[src/rtl/clkdiv_monitor.sv]
// Receive-side checker for a divided clock in the clk domain: detects div_in edges,
// measures each half-period, tracks lock and flags bad halves or a stalled input.
module clkdiv_monitor #(
  parameter int CNT_W    = 8,
  parameter int EXP_HALF = 4,
  parameter int TOL      = 0,
  parameter int LOCK_CNT = 4,
  parameter int TIMEOUT  = 16
) (
  input  logic             clk,
  input  logic             rst,
  input  logic             en,
  input  logic             div_in,
  output logic             edge_rise,
  output logic             edge_fall,
  output logic             meas_valid,
  output logic [CNT_W-1:0] half_period,
  output logic             locked,
  output logic             err_period,
  output logic             err_timeout
);

  localparam int GOOD_W = $clog2(LOCK_CNT + 1);
  localparam int MW     = CNT_W + 1;

  typedef enum logic [1:0] {IDLE, ACQ, TRACK, LOCKED} state_t;

  state_t            state, state_n;
  logic              div_d;
  logic [CNT_W-1:0]  cnt, cnt_n, half_n;
  logic [GOOD_W-1:0] good_cnt, good_n;
  logic              meas_n, errp_n, errt_n;
  logic              edge_s, good_half, timeout_hit;
  logic [MW-1:0]     meas_w, diff_w;

  // Measurement arithmetic is one bit wider than cnt so a saturated count cannot wrap.
  assign edge_s      = en && (div_in != div_d);
  assign meas_w      = MW'(cnt) + MW'(1);
  assign diff_w      = (meas_w >= MW'(EXP_HALF)) ? meas_w - MW'(EXP_HALF)
                                                 : MW'(EXP_HALF) - meas_w;
  assign good_half   = (diff_w <= MW'(TOL));
  assign timeout_hit = !edge_s && (meas_w == MW'(TIMEOUT));

  always_comb begin
    // NOTE: every variable gets a default before any branch so no latch is inferred.
    state_n = state;
    cnt_n   = edge_s ? '0 : ((cnt == '1) ? cnt : cnt + CNT_W'(1));
    good_n  = good_cnt;
    half_n  = half_period;
    meas_n  = 1'b0;
    errp_n  = 1'b0;
    errt_n  = 1'b0;
    if (!en) begin
      state_n = IDLE;
      cnt_n   = '0;
      good_n  = '0;
    end else begin
      unique case (state)
        IDLE: state_n = ACQ;
        ACQ: begin
          if (edge_s) begin
            state_n = TRACK;
            good_n  = '0;
          end else if (timeout_hit) begin
            errt_n = 1'b1;
            cnt_n  = '0;
            good_n = '0;
          end
        end
        TRACK, LOCKED: begin
          if (edge_s) begin
            meas_n = 1'b1;
            half_n = meas_w[CNT_W] ? '1 : meas_w[CNT_W-1:0];
            if (!good_half) begin
              errp_n  = 1'b1;
              good_n  = '0;
              state_n = TRACK;
            end else if (state == TRACK) begin
              good_n = good_cnt + GOOD_W'(1);
              if (int'(good_cnt) + 1 == LOCK_CNT) state_n = LOCKED;
            end
          end else if (timeout_hit) begin
            errt_n  = 1'b1;
            cnt_n   = '0;
            good_n  = '0;
            state_n = ACQ;
          end
        end
        default: state_n = IDLE;
      endcase
    end
  end

  always_ff @(posedge clk) begin
    if (rst) begin
      state       <= IDLE;
      div_d       <= 1'b0;
      cnt         <= '0;
      good_cnt    <= '0;
      edge_rise   <= 1'b0;
      edge_fall   <= 1'b0;
      meas_valid  <= 1'b0;
      half_period <= '0;
      locked      <= 1'b0;
      err_period  <= 1'b0;
      err_timeout <= 1'b0;
    end else begin
      // NOTE: non-blocking so every register samples pre-edge values.
      state       <= state_n;
      div_d       <= div_in;
      cnt         <= cnt_n;
      good_cnt    <= good_n;
      edge_rise   <= edge_s && div_in;
      edge_fall   <= edge_s && !div_in;
      meas_valid  <= meas_n;
      half_period <= half_n;
      locked      <= (state_n == LOCKED);
      err_period  <= errp_n;
      err_timeout <= errt_n;
    end
  end

endmodule
[config.mk]
export PLATFORM = sky130hd
export DESIGN_NAME = clkdiv_monitor
export DESIGN_NICKNAME = d
export VERILOG_FILES = /design/src/rtl/clkdiv_monitor.sv
export SDC_FILE = /design/constraint.sdc
export NUM_CORES = 1
export LEC_CHECK = 0
export CORE_UTILIZATION = 60
export CTS_BUF_LIST = sky130_fd_sc_hd__clkbuf_4
export DETAILED_ROUTE_END_ITERATION = 8
export PLACE_DENSITY = 0.82
export SLEW_MARGIN = 20
export SYNTH_ARGS = -nofsm -noshare
export SYNTH_HDL_FRONTEND = slang
export SYNTH_SLANG_ARGS = --single-unit
[constraint.sdc]
create_clock -name clk -period 3.25 [get_ports clk]
set_clock_uncertainty 0.05 [all_clocks]
set_input_delay 0.65 -clock clk [delete_from_list [all_inputs] [get_ports clk]]
set_output_delay 0.65 -clock clk [all_outputs]
set_load 0.02 [all_outputs]
### After elaboration in Yosys (flattened, before gate mapping)

Index checks and enable logic that the tools add are counted.

| word-level totals | value |
|---|---|
| word-level logic and storage cells | 72 |
| bits of input ports | 4 |
| output and inout port bits | 14 |
| register bits after elaboration | 28 |

| cells by class | value |
|---|---|
| $add $sub $neg | 6 |
| $lt $le $gt $ge | 2 |
| equal/unequal tests | 9 |
| multiplexer cells | 24 |
| reductions and logical operators | 16 |
| bitwise operators | 4 |

Operators with widths:

| kind | number |
|---|---|
| $mux W8 | 6 |
| $mux W3 | 5 |
| $mux W2 | 7 |
| $add A8 B1 Y9 const B | 1 |
| $eq A9 B5 Y1 const B | 1 |
| $ge A9 B3 Y1 const B | 1 |
| $le A9 B1 Y1 const B | 1 |
| $mux W9 | 1 |
| $sub A3 B9 Y9 const A | 1 |
| $sub A9 B3 Y9 const B | 1 |
| $add A8 B1 Y8 const B | 1 |
| $eq A8 B8 Y1 const B | 1 |
| $reduce_or A4 Y1 | 2 |
| $eq A2 B2 Y1 const B | 3 |
| $pmux W2 S3 | 1 |
| $pmux W3 S2 | 1 |
| $reduce_or A3 Y1 | 2 |
| $add A3 B1 Y4 const B | 1 |
| $eq A4 B3 Y1 const B | 1 |
| $logic_and A1 B1 Y1 | 4 |
| $ne A4 B4 Y1 const B | 1 |
| $not A1 Y1 | 4 |
| $reduce_or A2 Y1 | 2 |
| $add A3 B1 Y3 const B | 1 |
| 8 further kinds | 11 |

### Depth between registers and ports, before layout

| logic depth | value |
|---|---|
| word-level depth | 9 |
| gate-level depth with buffers | 9 |
| mapped depth without buffers | 7 |

### Least setup slack after synthesis

Ideal clock, no wire load.

| timing path | value |
|---|---|
| path type | reg-to-reg |
| start | register cnt[0] |
| end | register cnt[7] |
| path slack | 1.088 ns |
| clock period less this slack | 2.162 ns |
| cell stages (with the launch flop) | 8 |
| data required time | 3.082 ns |
| arrival time | 1.995 ns |
| cells stage by stage | dfxtp_1 -> ha_1 -> buf_6 -> a211o_1 -> a2111o_1 -> a21oi_1 -> nand2_1 -> o2111a_1 |

| on the way | value |
|---|---|
| cells in the longest elaborated chain, start to end | 6 |
| elaborated cells on any way between the ends | 10 |

RTL lines:

| element | RTL line | RTL |
|---|---|---|
| start: declaration | 30 | `logic [CNT_W-1:0] cnt, cnt_n, half_n;` |
| start signal: assignment | 111 | `cnt <= cnt_n;` |
| $add A8 B1 Y9, or another cell as far along | 38 | `assign meas_w = MW'(cnt) + MW'(1);` |
| $eq A9 B5 Y1 / $mux W8 (equally long branches) | 42, 47 |  |
| $logic_and A1 B1 Y1 / $mux W8 (equally long branches) | 42, 47 |  |
| $mux W8 | 64, 82 |  |
| $mux W8 | 71 | `if (edge_s) begin` |
| $mux W8 (*) | n/a |  |

Mark *: on every way between the ends. The rest lies on a longest branch, timed or not.
A chain may end at the register's enable or synchronous reset.

### Final worst setup path

Same ends and word-level chain as after synthesis.

==> qor.yml <==
sta:
  period_share_pct: 73.74
  slew_headroom_pct: 68.95
  fmax_mhz: 417.3
  min_period_ns: 2.397
  setup-violations-final: 0
  tightest_slew_ns: 0.4643
  finalHoldViolations: 0
  tns_ns: 0
  maxSlewViolCount: 0
  rsz0062_at_grt: "no"
grt:
  track_usage_pct: 25.28
  grt_pass1_wl_um: 4705
  grt_max_degree: 17
  grt_pass1_vias: 1078
  antenna_found_initial: 0
  overflow: 0
routing:
  drtIter0Drc: 45
  num_vias: 1233
  finalWirelength_um: 2779
  avgViaCountPerCell: 6.196
  post_drt_wl_per_cell_um: 13.96
  drt_first_pass_iters: 5
  post-route-drc-count: 0
  postRouteAntennaNets: 0
layout:
  layout-drive-gt1-share_pct: 6.395
  num-nets-final: 181
  syn_to_final_growth_pct: 16.89
  antenna_cells: 0
  postLayoutCoreUtil_pct: 77.10
yosys:
  synth-edff-count: 0
  synth_cell_types: 40
  synth-xor-area-share_pct: 3.283
  ys_seq_area_share_pct: 42.03
  synthArstFlopShare_pct: 0
  ys_seq_elements: 28
  avgSynthCellArea_um2: 8.442
  muxShareOfSynthArea_pct: 1.501
  syn_nets: 166
  synth_compound_area_share_pct: 18.20
  syn_area_um2: 1334
  synthAdderAreaFrac_pct: 3.752
  synth-simple-area-share_pct: 26.08
  synthCells: 158
  synth_flop_cell: "dfxtp_1"
  synth_top_family_by_area: "simple AND/OR/NAND/NOR gates"
  ys_warn_count: 0
job:
  drv_cap: 0
floorplan:
  start_util_pct: 65.97
  die_width_um: 49.15
  coreArea_um2: 2022
  rows: 16
  die_area_um2: 2416
  ios: 18
  die_y_um: 49.15
min_path:
  hp-class: "flip-flop to flip-flop"
  min_to: "edge_rise"
  whs_path_depth: 1
  worstHoldStart: "div_d"
clocking:
  ctsHoldBuffers: 0
  clk_latency_ns: 0.33
  cts_tree: "yes"
  clockBufferDepth: 2
  cts_resized: 0
  cts_htree_levels: 1
  cts_buffers: 3
  post_cts_buffers: 0
  clk_pin_slew_worst_paths_ns: 0.15
  clock_sinks: 28
  ctsRootBufferMaster: "clkbuf_4"
pwr:
  power_density_nw_per_um2: 398.4
  ir_worst_vdd_uv: 368.7
  power_leakage_nw: 0.5750
setup_path:
  crit_arrival_ns: 2.59
  rrSetupSlack_ns: 0.85
  r2r-end: "cnt[7]"
  cp.required_ns: 3.45
  crit_path_max_incr_delay_ns: 0.45
  crit_fanout: 10
  cpMaxStageDelayCell: "a2111o_1"
  rr_startpoint: "cnt[0]"
  cp-end-kind: "flip-flop"
  path_delay_family: "compound AO/OA/AOI/OAI gates"
  path_class: "flip-flop to flip-flop"
  reg2regPathDepth: 6
  startpoint_type: "flip-flop"
  path_cells: "ha_1, a211o_1, a2111o_1, a21oi_1, nand2_1, o2111a_1"
  path_buf_inv: 0
outcome:
  outcome: "finished clean"
place:
  hpwl_um: 2008
  gp_congestion: 0.8514
  io_buffers: 17
## worst max-delay path by stage
| stage | from | to | slack [ns] | cells past startpoint |
|---|---|---|---|---|
| floorplan | cnt[0] | cnt[7] | 1.09 | 7 |
| detailed placement | div_in | good_cnt[1] | 0.78 | 6 |
| CTS | cnt[0] | cnt[7] | 0.85 | 6 |
| global route | cnt[0] | cnt[4] | 0.74 | 6 |
| global placement | div_in | good_cnt[1] | 0.92 | 6 |
| finish | cnt[0] | cnt[7] | 0.85 | 6 |
## cell usage in the layout, fill, tap and decap left out, drive strengths merged, types with 2 or more instances in the layout
cell            n
a211oi          5
a21oi           8
a31o            2
a31oi           4
and3            2
and4            4
clkbuf          3
clkdlybuf4s50  17
dfxtp          28
ha              4
inv             8
mux2i           2
nand2          13
nand2b          3
nand3           3
nor2           20
nor2b           3
nor3           13
nor3b           3
o21ai           5
xnor2           2
xor2            3
## flip-flops by register name, indices dropped and copies added, names as in the netlist
signal,flops
err_timeout,1
edge_rise,1
div_d,1
half_period,8
locked,1
good_cnt,3
err_period,1
cnt,8
edge_fall,1
state,2
meas_valid,1
## power by group
group	switching [mW]	internal (mW)
combinational	0.0227	0.0159
clock	0.104	0.125
sequential	0.00624	0.348
## per-stage QoR
| step | hold slack [ns] | cells | cell area (um2) | setup WS [ns] | power (mW) |
|---|---|---|---|---|---|
| after floorplan | 0.3821 | 158 | 1334 | 1.088 | 0.3844 |
| after global placement | 0.3974 | 195 | 1506 | 0.9246 | 0.3981 |
| after detailed placement | 0.4085 | 195 | 1506 | 0.7772 | 0.3992 |
| after CTS | 0.4328 | 199 | 1559 | 0.8483 | 0.6227 |
| after global routing | 0.4475 | 199 | 1559 | 0.7360 | 0.6421 |
| final | 0.4265 | 199 | 1559 | 0.8534 | 0.6211 |
## layout make-up
type,instances,area (um2)
timing repair buffer,18,177.7
clock inverter,1,30.03
fill,154,462.9
tap,27,33.78
sequential,28,560.5
inverter,8,30.03
multi-input combinational,114,704.4
clock buffer,3,22.52
## cells in the mapped netlist, types with 2 or more instances
cell      number  area [um2]
a21oi_1        8       40.04
nor2_1        20       75.07
clkbuf_1       6       22.52
and4_1         3       26.28
and3_1         2       12.51
xor2_1         3       26.28
ha_1           4       50.05
a31oi_1        4       25.02
xnor2_1        2       17.52
nor3_1        13       65.06
inv_1          8       30.03
o21ai_0        5       25.02
nand2b_1       3       18.77
nand3_1        3       15.01
mux2i_1        2       20.02
nor3b_1        3       22.52
nor2b_1        3       18.77
a211oi_1       4       30.03
dfxtp_1       28       560.5
a31o_2         2       17.52
nand2_1       13       48.80
## cell families after synthesis
logic type | Yosys count
xor gates and xnor gates | 5
DFF | 28
adders and majority gates | 4
buffers and inverters | 16
and+or+nand+nor | 69
muxes | 2
AOI/OAI and AO/OA | 34
## layer usage
metal	track usage, %	share of wire, %
met1	36.56	46
met2	37.67	44
met3	4.050	7.9
met4	9.314	1.5
met5	0	0
Note: power is estimated with default switching activity, not from simulation.
